[src/rtl/uart_rx_cfg_if.sv]
// Receive-side word interface of uart_rx_cfg.
// master: receiver drives the held word and flags, consumer drives rx_ready and err_clear.
interface uart_rx_cfg_if #(
    parameter int DATA_W = 9
);
    logic [DATA_W-1:0] rx_data;
    logic              rx_valid;
    logic              rx_ready;
    logic              parity_error;
    logic              framing_error;
    logic              break_detect;
    logic              overrun_error;
    logic              err_clear;

    modport master (
        output rx_data, rx_valid, parity_error,
        output framing_error, break_detect, overrun_error,
        input  rx_ready, err_clear
    );

    modport slave (
        input  rx_data, rx_valid, parity_error,
        input  framing_error, break_detect, overrun_error,
        output rx_ready, err_clear
    );
endinterface

[src/rtl/uart_rx_cfg.sv]
// Configurable UART receiver: tick-oversampled, 3-sample majority vote, 5..DATA_W data
// bits, none/even/odd parity, 1/2 stop bits, break/framing/overrun flags.
// Ports: clk, reset_n (async, active low), rx (async serial line), sample_tick
// (OVERSAMPLE pulses per bit), data_bits/parity_mode/stop_bits (frame format),
// bus (master side: held word, valid/ready, per-word flags, sticky overrun, err_clear).
module uart_rx_cfg #(
    parameter int OVERSAMPLE = 16,
    parameter int DATA_W     = 9
) (
    input  logic       clk,
    input  logic       reset_n,
    input  logic       rx,
    input  logic       sample_tick,
    input  logic [3:0] data_bits,
    input  logic [1:0] parity_mode,
    input  logic       stop_bits,
    uart_rx_cfg_if.master bus
);
    localparam int CW = $clog2(OVERSAMPLE);
    localparam int M  = OVERSAMPLE / 2;

    localparam logic [CW-1:0] C_LO  = CW'(M - 1);
    localparam logic [CW-1:0] C_MID = CW'(M);
    localparam logic [CW-1:0] C_HI  = CW'(M + 1);
    localparam logic [CW-1:0] C_END = CW'(OVERSAMPLE - 1);
    localparam logic [3:0]    DW4   = 4'(DATA_W);

    typedef enum logic [2:0] {
        IDLE,
        START,
        DATA,
        PARITY,
        STOP
    } state_t;

    // 2-flop synchroniser, idles high so reset does not look like a start bit
    logic [1:0] sync;
    logic       rx_s;

    always_ff @(posedge clk or negedge reset_n) begin
        if (!reset_n) sync <= 2'b11;
        else          sync <= {sync[0], rx};
    end

    assign rx_s = sync[1];

    state_t            state;
    logic [CW-1:0]     cnt;
    logic [1:0]        smp;
    logic              armed;
    logic [3:0]        n_q;
    logic [1:0]        pm_q;
    logic              two_q;
    logic [3:0]        bit_idx;
    logic              stop_idx;
    logic [DATA_W-1:0] shreg;
    logic              par_q;
    logic              ferr_q;
    logic              zero_q;

    logic [DATA_W-1:0] data_q;
    logic              vld_q;
    logic              pe_q;
    logic              fe_q;
    logic              bk_q;
    logic              ovr_q;

    logic       vote;
    logic       at_vote;
    logic       at_end;
    logic       par_en;
    logic       last_stop;
    logic       done;
    logic       fr_err;
    logic       fr_brk;
    logic       fr_perr;
    logic [3:0] n_clamp;

    always_comb begin
        vote      = (smp[0] & smp[1]) | (smp[0] & rx_s) | (smp[1] & rx_s);
        at_vote   = sample_tick && (cnt == C_HI);
        at_end    = sample_tick && (cnt == C_END);
        par_en    = (pm_q == 2'b01) || (pm_q == 2'b10);
        last_stop = !two_q || stop_idx;
        done      = at_vote && (state == STOP) && last_stop;
        fr_err    = ferr_q | ~vote;
        fr_brk    = zero_q & ~vote;
        // shreg holds only the latched data bits, so its XOR is the data parity
        fr_perr   = par_en & (par_q ^ (^shreg) ^ pm_q[1]);
        n_clamp   = data_bits;
        if (data_bits < 4'd5) n_clamp = 4'd5;
        else if (data_bits > DW4) n_clamp = DW4;
    end

    always_ff @(posedge clk or negedge reset_n) begin
        if (!reset_n) begin
            state    <= IDLE;
            cnt      <= '0;
            smp      <= '0;
            armed    <= 1'b0;
            n_q      <= '0;
            pm_q     <= '0;
            two_q    <= 1'b0;
            bit_idx  <= '0;
            stop_idx <= 1'b0;
            shreg    <= '0;
            par_q    <= 1'b0;
            ferr_q   <= 1'b0;
            zero_q   <= 1'b0;
            data_q   <= '0;
            vld_q    <= 1'b0;
            pe_q     <= 1'b0;
            fe_q     <= 1'b0;
            bk_q     <= 1'b0;
            ovr_q    <= 1'b0;
        end else begin
            if (sample_tick && state != IDLE) begin
                cnt <= (cnt == C_END) ? '0 : cnt + CW'(1);
                if (cnt == C_LO)  smp[0] <= rx_s;
                if (cnt == C_MID) smp[1] <= rx_s;
            end

            unique case (state)
                IDLE: begin
                    if (sample_tick) begin
                        if (rx_s) begin
                            armed <= 1'b1;
                        end else if (armed) begin
                            state    <= START;
                            cnt      <= '0;
                            n_q      <= n_clamp;
                            pm_q     <= parity_mode;
                            two_q    <= stop_bits;
                            bit_idx  <= '0;
                            stop_idx <= 1'b0;
                            shreg    <= '0;
                            par_q    <= 1'b0;
                            ferr_q   <= 1'b0;
                            zero_q   <= 1'b1;
                        end
                    end
                end
                START: begin
                    if (at_vote && vote) begin
                        state <= IDLE;
                        cnt   <= '0;
                    end else if (at_end) begin
                        state <= DATA;
                    end
                end
                DATA: begin
                    if (at_vote) begin
                        shreg  <= shreg | (DATA_W'(vote) << bit_idx);
                        zero_q <= zero_q & ~vote;
                    end
                    if (at_end) begin
                        if (bit_idx == n_q - 4'd1)
                            state <= par_en ? PARITY : STOP;
                        else
                            bit_idx <= bit_idx + 4'd1;
                    end
                end
                PARITY: begin
                    if (at_vote) begin
                        par_q  <= vote;
                        zero_q <= zero_q & ~vote;
                    end
                    if (at_end) state <= STOP;
                end
                STOP: begin
                    if (at_vote) begin
                        if (last_stop) begin
                            // finish mid stop bit to catch a back-to-back start
                            state <= IDLE;
                            cnt   <= '0;
                            armed <= 1'b0;
                        end else begin
                            ferr_q <= fr_err;
                            zero_q <= fr_brk;
                        end
                    end else if (at_end) begin
                        stop_idx <= 1'b1;
                    end
                end
                default: state <= IDLE;
            endcase

            if (bus.err_clear) ovr_q <= 1'b0;

            if (done) begin
                if (!vld_q || bus.rx_ready) begin
                    data_q <= shreg;
                    pe_q   <= fr_perr;
                    fe_q   <= fr_err;
                    bk_q   <= fr_brk;
                    vld_q  <= 1'b1;
                end else begin
                    ovr_q <= 1'b1;
                end
            end else if (vld_q && bus.rx_ready) begin
                vld_q <= 1'b0;
            end
        end
    end

    assign bus.rx_data       = data_q;
    assign bus.rx_valid      = vld_q;
    assign bus.parity_error  = pe_q;
    assign bus.framing_error = fe_q;
    assign bus.break_detect  = bk_q;
    assign bus.overrun_error = ovr_q;
endmodule

[src/flat_wrapper.sv]
// flat-port wrapper written by rule: the top's interface ports become plain ports
module uart_rx_cfg_flat 
#(
    parameter int OVERSAMPLE = 16,
    parameter int DATA_W     = 9
)
  (clk, reset_n, rx, sample_tick, data_bits, parity_mode, stop_bits, bus_rx_data, bus_rx_valid, bus_parity_error, bus_framing_error, bus_break_detect, bus_overrun_error, bus_rx_ready, bus_err_clear);
  uart_rx_cfg_if #(.DATA_W(DATA_W)) bus_i ();
  input  logic clk;
  input  logic reset_n;
  input  logic rx;
  input  logic sample_tick;
  input  logic [3:0] data_bits;
  input  logic [1:0] parity_mode;
  input  logic stop_bits;
  output wire logic [$bits(bus_i.rx_data)-1:0] bus_rx_data;
  output wire logic [$bits(bus_i.rx_valid)-1:0] bus_rx_valid;
  output wire logic [$bits(bus_i.parity_error)-1:0] bus_parity_error;
  output wire logic [$bits(bus_i.framing_error)-1:0] bus_framing_error;
  output wire logic [$bits(bus_i.break_detect)-1:0] bus_break_detect;
  output wire logic [$bits(bus_i.overrun_error)-1:0] bus_overrun_error;
  input wire logic [$bits(bus_i.rx_ready)-1:0] bus_rx_ready;
  input wire logic [$bits(bus_i.err_clear)-1:0] bus_err_clear;
  assign bus_rx_data = bus_i.rx_data;
  assign bus_rx_valid = bus_i.rx_valid;
  assign bus_parity_error = bus_i.parity_error;
  assign bus_framing_error = bus_i.framing_error;
  assign bus_break_detect = bus_i.break_detect;
  assign bus_overrun_error = bus_i.overrun_error;
  assign bus_i.rx_ready = bus_rx_ready;
  assign bus_i.err_clear = bus_err_clear;
  uart_rx_cfg #(.OVERSAMPLE(OVERSAMPLE), .DATA_W(DATA_W)) u_core (.clk(clk), .reset_n(reset_n), .rx(rx), .sample_tick(sample_tick), .data_bits(data_bits), .parity_mode(parity_mode), .stop_bits(stop_bits), .bus(bus_i));
endmodule
[config.mk]
export PLATFORM = sky130hd
export DESIGN_NAME = uart_rx_cfg_flat
export DESIGN_NICKNAME = d
export VERILOG_FILES = /design/src/rtl/uart_rx_cfg_if.sv /design/src/rtl/uart_rx_cfg.sv /design/src/flat_wrapper.sv
export SDC_FILE = /design/constraint.sdc
export NUM_CORES = 1
export LEC_CHECK = 0
export CAP_MARGIN = 20
export CORE_ASPECT_RATIO = 1.75
export CORE_MARGIN = 10
export CORE_UTILIZATION = 50
export CTS_CLUSTER_SIZE = 24
export DETAILED_ROUTE_END_ITERATION = 10
export PLACE_DENSITY = 0.68
export SYNTH_ARGS = -nofsm -noshare
export SYNTH_HDL_FRONTEND = slang
export SYNTH_SLANG_ARGS = --single-unit
[constraint.sdc]
create_clock -name clk -period 1.9 [get_ports clk]
set_input_delay 0.19 -clock clk [delete_from_list [all_inputs] [get_ports clk]]
set_output_delay 0.19 -clock clk [all_outputs]
set_load 0.005 [all_outputs]
======== Word level (Yosys, flattened, before mapping) ========
Index checks and enable logic that the tools add are counted.
word-level totals
  register bits after elaboration ......... 50
  input port bits ......................... 13
  output and inout port bits .............. 14
  logic and storage cells ................. 166
cells by class
  $add $sub $neg .......................... 3
  order comparisons ....................... 2
  equality and inequality tests ........... 29
  shift operators ......................... 1
  multiplexer cells ....................... 63
  bitwise operators ....................... 13
  reduce and logical (&&, ||, !) cells .... 34
operators by type and width
  operator             count
  $mux 4               15
  $mux 9               4
  $mux 3               11
  $mux 1               24
  $ne 2x1->1 const B   11
  $pmux 9 s2           1
  $reduce_and 6->1     3
  $pmux 3 s5           1
  $reduce_and 5->1     3
  $eq 4x4->1 const B   3
  $ne 2x2->1 const B   6
  $pmux 4 s3           1
  $or 9x9->9           1
  $reduce_and 9->1     1
  $reduce_xor 9->1     1
  $shl 1x4->9          1
  $add 4x1->4 const B  2
  $pmux 1 s2           4
  $pmux 4 s2           1
  $reduce_and 2->1     4
  $reduce_bool 2->1    4
  $logic_and 1x1->1    7
  $reduce_and 7->1     1
  $eq 3x2->1 const B   2
  21 further kinds     33

======== Longest topological paths before layout ========
Gate-level depths: netlist (run 1).
  word-level depth ........................ 8
  mapped depth ............................ 7
  mapped depth without buffers ............ 6

======== Worst setup path after synthesis (run 1) ========
No wires, ideal clock.
  path type ............................... flip-flop to flip-flop
  start point ............................. register u_core.cnt[0]
  end point ............................... register u_core.state[1]
  setup time .............................. 0.126 ns
  arrival time ............................ 1.574 ns
  data required time ...................... 1.774 ns
  setup slack ............................. 0.200 ns
  cell stages (with the launch flop) ...... 7
  path buffers ............................ 1
  period minus slack after synthesis ...... 1.700 ns
  path through ............................ dfrtp_1 ha_1 and4_1 clkbuf_2 nor3_1 a31o_2 o32a_1
on the way
  longest elaborated chain between the ends .. 5
  elaborated cells between the ends (all ways) .. 12
  classes of those cells .................. eq/ne: 6; mux: 2; reduce/logical: 4
RTL lines
  what                                                             line                text
  from (decl)                                                      uart_rx_cfg.sv:48   logic [CW-1:0] cnt;
  from (signal assigned)                                           uart_rx_cfg.sv:118  cnt <= (cnt == C_END) ? '0 : cnt + CW'(1);
  $eq 4x4->1                                                       uart_rx_cfg.sv:81   at_vote = sample_tick && (cnt == C_HI);
  $logic_and 1x1->1                                                uart_rx_cfg.sv:81
  $logic_and 1x1->1                                                uart_rx_cfg.sv:144  if (at_vote && vote) begin
  $ne 3x1->1 (no line) / $mux 3 (equally long branches)            --
  $reduce_and 9->1 (no line) / $pmux 3 s5 (equally long branches)  --
  to (signal assigned)                                             uart_rx_cfg.sv:158  state <= par_en ? PARITY : STOP;
  to (decl)                                                        uart_rx_cfg.sv:47   state_t state;
Parallel ways exist; a longest one is shown, timed or not.
A chain may end at the register's enable or synchronous reset.

======== Final worst setup path (run 1) ========
Ends and elaborated chain as after synthesis.

==> impl_metrics.csv, run 1 <==
group,metric,value,unit
layout,multi_input_comb_area,1330,um^2
sta,fmax,550,MHz
setup_path,r2r-end,"u_core.state[1]",
drt,drc,0,
setup_path,rr_startpoint,"u_core.cnt[0]",
pwr,fin_total_pwr,0.00333,W
pwr,power.leakage,1.42,nW
clocking,ctsHtreeMaxLevel,2,
setup_path,worstSetupEndpointType,"register",
drt,drt_pre_antenna_iters,4,
placed_design,dp.cells,323,
yosys,synth_cell_types,62,
setup_path,worstSetupStartpointType,"register",
global_routing,first_pass_grt_wire_length,9460,um
drt,met1Wirelength,2110,um
clocking,clk_transition_reported_paths,0.09,ns
placed_design,post-dp-hpwl,4300,um
yosys,synth-edff-count,0,
drt,dr.first_iter.drc_count,106,
global_routing,first_global_vias,2043,
die,placeableCoreArea,5260,um^2
setup_path,critical_path_peak_fanout,7,
pwr,vdd_drop_max,0.758,mV
sta,number_of_failing_hold_endpoints_at_the_final_stage,0,
global_routing,grt_start_max_net_pins,30,
setup_path,startpoint,"u_core.cnt[0]",
yosys,syn_nets,254,
pwr,p_per_area,1040,nW/um^2
hold_path,hold_class,"in -> reg",
outcome,outcome,"finished clean",
drt,dr_wl_met3,169,um
drt,vias,1960,
sta,slew_headroom,64.0,%
drt,wl_met2,3180,um
setup_path,timing.reg2reg.setup_slack,0.08,ns
clocking,cts.sink_count,50,
yosys,most_instantiated_flip_flop_cell_in_the_synthesis_netlist,"sky130_fd_sc_hd__dfrtp_1",
sta,rsz0062_at_grt,"true",
setup_path,cp_cell_sequence,"ha_1 -> and4_1 -> nor3_1 -> a31o_2 -> o32a_1",
die,initial_utilization,51.0,%
setup_path,cp-endpoint,"u_core.state[1]",
clocking,clockRootBuffer,"sky130_fd_sc_hd__clkbuf_8",
yosys,synthesized_area_divided_by_synthesized_cell_count,11.4,um^2
drt,detail-route-antenna-nets,0,
setup_path,worstPathArrival,2.01,ns
drt,post_drt_via_cell_ratio,5.92,
drt,maxUsedRoutingLayer,"met4",
clocking,cts_inserted_buffers,5,
die,ios,27,
setup_path,critPathSlowestCell,"sky130_fd_sc_hd__dfrtp_1",
layout,area_growth,19.7,%
setup_path,criticalPathCategory,"reg -> reg",
sta,timing.final.setup_violations,0,
run,drv.max_cap_violation_count,0,
sta,max_slew_violation_count,0,
setup_path,r2r.worst_path.cells,5,
layout,regArea,1250,um^2
setup_path,critical_path_required,2.09,ns
yosys,synth.yosys.warnings,0,
sta,final.min_clock_period,1.82,ns
placed_design,buffer_ports.inserted,26,
layout,post_route_cells_drive_above_1_share,20.7,%
drt,post_drt_wl_per_cell,16.8,um
die,floorplan.die_area,8810,um^2
yosys,synth.cell_area,2680,um^2
clocking,cts_tree,"done",
sta,tightestPinTransition,0.540,ns
layout,final_cell_mix,"48 x sky130_fd_sc_hd__dfrtp_1, 25 x sky130_fd_sc_hd__clkdlybuf4s50_1, 18 x sky130_fd_sc_hd__nand2_1",
placed_design,gp_congestion,0.801,
layout,finalNonFillerCells,331,
clocking,ctsLongestPathBuffers,2,
yosys,synthCells,236,
yosys,yosys.area.top_type_share,44.8,%
yosys,yosys.area.top_type,"sky130_fd_sc_hd__dfrtp_1",
hold_path,whs_path_depth,1,
die,rows,35,
layout,antennaDiodeCount,0,
yosys,postSynth.asyncResetShare,100,%
global_routing,grt_residual_overflow,0,
yosys,post_synth_main_area_contributors,"sky130_fd_sc_hd__dfrtp_1 45%, sky130_fd_sc_hd__mux2_2 3.8%, sky130_fd_sc_hd__xnor2_1 3.6%",
die,die_w,75.4,um
clocking,insertion_delay,0.30,ns
drt,wl,5550,um
layout,most_frequent_standard_cell_in_the_layout_excluding_fill_and_tap_cells,"sky130_fd_sc_hd__dfrtp_1",
global_routing,grt.total_usage,13.5,%
sta,worst_clock_skew,0.0101,ns
die,die_y,117,um
layout,layout.filler_cells,461,
sta,fin_crit_sh,95.6,%
setup_path,critical_path.max_stage_delay,0.47,ns
yosys,seq_area_frac_synth,46.7,%
yosys,ys_seq_elements,50,
global_routing,antenna_violations_before_repair,0,
layout,nets,294,
## timing repair
action	in CTS	in global routing
endpoints found under the setup margin	0	3
endpoints found under the hold margin	20	0
buffers inserted	0	0
resized for setup	0	2
hold buffers	1	0
## final cells by class
class                      instances  area share, %
timing repair buffer              44           13.0
tap                               55           2.14
clock inverter                     2           1.21
multi-input combinational        167           41.5
clock buffer                       5           2.14
sequential                        50           39.0
inverter                           8          0.935
## sequential cells by signal (all words and copies together), names as in the netlist
| name | count |
|---|---|
| u_core.zero_q | 1 |
| u_core.bus.break_detect | 1 |
| u_core.bus.rx_valid | 1 |
| u_core.bus.overrun_error | 1 |
| u_core.bus.framing_error | 1 |
| u_core.stop_idx | 1 |
| u_core.cnt | 4 |
| u_core.bus.parity_error | 1 |
| u_core.bit_idx | 4 |
| u_core.state | 3 |
| u_core.bus.rx_data | 9 |
| u_core.par_q | 1 |
| u_core.two_q | 1 |
| u_core.smp | 2 |
| u_core.sync | 2 |
| u_core.armed | 1 |
| u_core.n_q | 4 |
| u_core.ferr_q | 1 |
| u_core.shreg | 9 |
| u_core.pm_q | 2 |
## kinds of logic (layout without fill, tap and decap cells)
| logic type | Yosys count | after routing | synth area share, % |
|---|---|---|---|
| AND/OR/NAND/NOR | 73 | 73 | 17.5 |
| AO/OA/AOI/OAI | 53 | 53 | 14.1 |
| flip-flops | 50 | 50 | 46.7 |
| multiplexers | 19 | 19 | 8.54 |
| buffers and inverters | 19 | 59 | 3.78 |
| XOR/XNOR | 16 | 16 | 6.62 |
| adder cells (fa/ha/maj) | 6 | 6 | 2.75 |
## critical path: cells and delay by family (launching register included)
kind | cells | cell delay, ns
and+or+nand+nor | 2 | 0.46
DFF | 1 | 0.47
adders and majority gates | 1 | 0.20
AOI/OAI and AO/OA | 2 | 0.57
## routing by layer
metal | global-route usage [%] | up-vias
met1 | 14.6 | 975
met4 | 5.23 | 0
met3 | 2.62 | 9
met5 | 0 | -
li1 | - | 941
met2 | 24.7 | 35
## power breakdown
group	internal (W)	switching [W]
Sequential	0.00122	0.000198
Clock	0.000388	0.000351
Combinational	0.000584	0.000594
Total	0.00219	0.00114
## stage by stage
step	setup TNS, ns	hold WS (ns)	instance area [um^2]	util [%]	worst slack [ns]
3_3_place_gp	-0.00709	0.198	3090	58.8	-0.00709
6_report	0	0.285	3210	61.1	0.0828
3_5_place_dp	-0.0196	0.197	3090	58.8	-0.0196
2_1_floorplan	0	-0.106	2680	-	0.200
5_1_grt	-0.0167	0.280	3210	61.1	-0.00865
4_1_cts	0	0.288	3210	61.0	0.0591
## Yosys cell counts (all sizes together) (4+ instances only)
cell type  count
a21oi         12
nand3          6
o21a           9
inv            8
nor3           7
mux2          16
nor2          11
nand2b         6
xnor2         12
dfrtp         48
o21ai          6
nand2         18
ha             5
a211oi         4
buf            9
nor4           6
## how the worst min path moves through the flow
stage / startpoint / endpoint
floorplan: reset_n / u_core.armed
global placement: reset_n / u_core.two_q
detailed placement: reset_n / u_core.state[2]
CTS: rx / u_core.sync[0]
global route: rx / u_core.sync[0]
finish: rx / u_core.sync[0]
Note: power is estimated with default switching activity, not from simulation.
==> run 2: changes to the inputs <==
--- a/config.mk
+++ b/config.mk
@@ -11,7 +11,7 @@
 export CORE_UTILIZATION = 50
 export CTS_CLUSTER_SIZE = 24
 export DETAILED_ROUTE_END_ITERATION = 10
-export PLACE_DENSITY = 0.68
+export PLACE_DENSITY = 0.7
 export SYNTH_ARGS = -nofsm -noshare
 export SYNTH_HDL_FRONTEND = slang
 export SYNTH_SLANG_ARGS = --single-unit
==> run 2 against run 1 <==
Net effect: count of clock-buffer cells in the layout up 1; first-iteration DRC count down 11%; critical path depth up 1; via count about the same; sequential share of layout area down 0.32 points; cell area up 0.93%; final cell count up 1.8%; hold slack better by 0.015 ns; power down 0.84%; combinational power up 7%; fmax down 0.81%; highest routed layer unchanged.
==> impl_metrics.csv, run 2 (synthesis gave the netlist of run 1 again) <==
group,metric,value,unit
die,ios,27,
sta,fin_tns_setup,0,ns
drt,dr.first_iter.drc_count,94,
sta,slew_headroom,63.7,%
sta,max_slew_violation_count,0,
die,die_w,75.4,um
layout,area_growth,20.8,%
drt,post_drt_via_cell_ratio,5.81,
clocking,cts_inserted_buffers,5,
global_routing,grt.total_usage,14.1,%
setup_path,critPathSlowestCell,"sky130_fd_sc_hd__dfrtp_2",
clocking,cts_tree,"done",
setup_path,critical_path_peak_fanout,7,
sta,finalWorstSetupSlack,0.0679,ns
pwr,p_per_area,1020,nW/um^2
setup_path,worstSetupEndpointType,"register",
drt,detail-route-antenna-nets,0,
setup_path,critical_path.top_delay_family,"compound AO/OA/AOI/OAI gates",
sta,fin_crit_sh,96.4,%
setup_path,criticalPathCategory,"reg -> reg",
setup_path,critical_path_required,2.10,ns
outcome,outcome,"finished clean",
layout,antennaDiodeCount,0,
pwr,share_seq_of_total_power,41.7,%
global_routing,antenna_violations_before_repair,0,
pwr,p_switching,0.00117,W
clocking,cts.sink_count,50,
placed_design,buffer_ports.inserted,26,
layout,most_frequent_standard_cell_in_the_layout_excluding_fill_and_tap_cells,"sky130_fd_sc_hd__dfrtp_1",
layout,nets,299,
clocking,clk_transition_reported_paths,0.09,ns
placed_design,post-dp-hpwl,4270,um
drt,vias,1959,
pwr,switching_share,35.5,%
clocking,insertion_delay,0.31,ns
die,die_y,117,um
drt,wl,5530,um
sta,rsz0062_at_grt,"false",
setup_path,worstPathBufferInverterCount,1,
pwr,fin_total_pwr,0.00330,W
pwr,vdd_drop_max,0.666,mV
sta,number_of_failing_hold_endpoints_at_the_final_stage,0,
die,rows,35,
drt,post_drt_wl_per_cell,16.4,um
pwr,power.leakage,1.44,nW
setup_path,critical_path.max_stage_delay,0.46,ns
hold_path,hold_class,"in -> reg",
drt,drt_pre_antenna_iters,4,
layout,final_cell_mix,"47 x sky130_fd_sc_hd__dfrtp_1, 25 x sky130_fd_sc_hd__clkdlybuf4s50_1, 21 x sky130_fd_sc_hd__buf_4",
die,floorplan.die_area,8810,um^2
pwr,p_comb_share,38.1,%
setup_path,worstPathArrival,2.03,ns
global_routing,grt_start_max_net_pins,29,
setup_path,cp_cell_sequence,"ha_1 -> and4_1 -> buf_4 -> a311oi_2 -> a311oi_1 -> o32a_1",
pwr,clock_power_share,20.2,%
sta,timing.final.setup_violations,0,
run,drv.max_cap_violation_count,0,
global_routing,first_pass_grt_wire_length,9770,um
setup_path,worstSetupStartpointType,"register",
pwr,intPower,0.00213,W
layout,post_route_cells_drive_above_1_share,23.0,%
sta,final.min_clock_period,1.83,ns
die,placeableCoreArea,5260,um^2
clocking,clockRootBuffer,"sky130_fd_sc_hd__clkbuf_8",
sta,tightestPinTransition,0.545,ns
placed_design,placement.setup.worst_slack,-0.0627,ns
placed_design,gp_congestion,0.819,
global_routing,first_global_vias,2071,
clocking,ctsLongestPathBuffers,2,
sta,worst_clock_skew,0.00928,ns
drt,drc,0,
sta,fmax,546,MHz
global_routing,grt_residual_overflow,0,
clocking,ctsHtreeMaxLevel,2,
die,initial_utilization,51.0,%
==> run 2: changes by cell type in the layout (fill, tap and decap cells not counted), sizes merged <==
cell	previous run	this run
clkbuf	5	6
clkinv	1	0
inv	8	9
clkinvlp	0	1
buf	18	23
bufinv	1	0
==> run 2: through the flow <==
| step | util (%) | cell area, um^2 | hold slack (ns) | instances |
|---|---|---|---|---|
| floorplan | - | 2680 | -0.106 | 236 |
| global placement | 59.1 | 3110 | 0.208 | 327 |
| detailed placement | 59.1 | 3110 | 0.205 | 327 |
| CTS | 61.3 | 3220 | 0.297 | 336 |
| global route | 61.7 | 3240 | 0.288 | 337 |
| finish | 61.7 | 3240 | 0.300 | 337 |
==> run 2: worst paths after layout <==
kind,from,end,slack [ns],cells past startpoint
max,u_core.cnt[0],u_core.state[1],0.07,6
min,rx,u_core.sync[0],0.30,1
max reg2reg,u_core.cnt[0],u_core.state[1],0.07,6
min reg2reg,u_core.sync[0],u_core.sync[1],0.35,0
max in group asynchronous,reset_n,u_core.sync[0],0.90,3
min in group asynchronous,reset_n,u_core.cnt[2],0.39,2
==> run 2: metal layers <==
metal | share of wire, % | wire length (um) | track usage [%] | vias up
met5 | 0 | 0 | 0 | -
met4 | 2.8 | 152 | 6.72 | 0
met3 | 3.5 | 194 | 2.78 | 10
met2 | 53 | 2960 | 24.6 | 37
met1 | 40 | 2230 | 15.7 | 959
li1 | - | - | - | 953
==> run 2: what timing repair did <==
action,CTS,global route
hold buffers,1,0
setup endpoints to repair,1,6
pin swaps,0,1
gates resized for setup,1,3
endpoints found under the hold margin,22,0
setup buffers,0,1
==> run 2: final cells by class <==
class | instances | area [um^2]
clock buffer | 6 | 82.6
clock inverter | 2 | 16.3
fill | 436 | 2010
inverter | 8 | 30.0
multi-input combinational | 167 | 1350
sequential | 50 | 1250
tap | 55 | 68.8
timing repair buffer | 49 | 443
==> run 2: worst register-to-register path, delay by kind of cell, from the launching register on <==
family / cells / cell delay [ns]
adders and majority gates: 1 / 0.23
AOI/OAI and AO/OA: 3 / 0.59
DFF: 1 / 0.46
and+or+nand+nor: 1 / 0.29
buffers and inverters: 1 / 0.17
==> run 2: power groups by stage <==
stage                     Clock, W  Combinational, W  Sequential, W
after floorplan                  0          0.000886        0.00136
after global placement           0           0.00121        0.00140
final                     0.000666           0.00126        0.00138
after global routing      0.000736           0.00139        0.00141
after detailed placement         0           0.00122        0.00141
after CTS                 0.000686           0.00124        0.00138
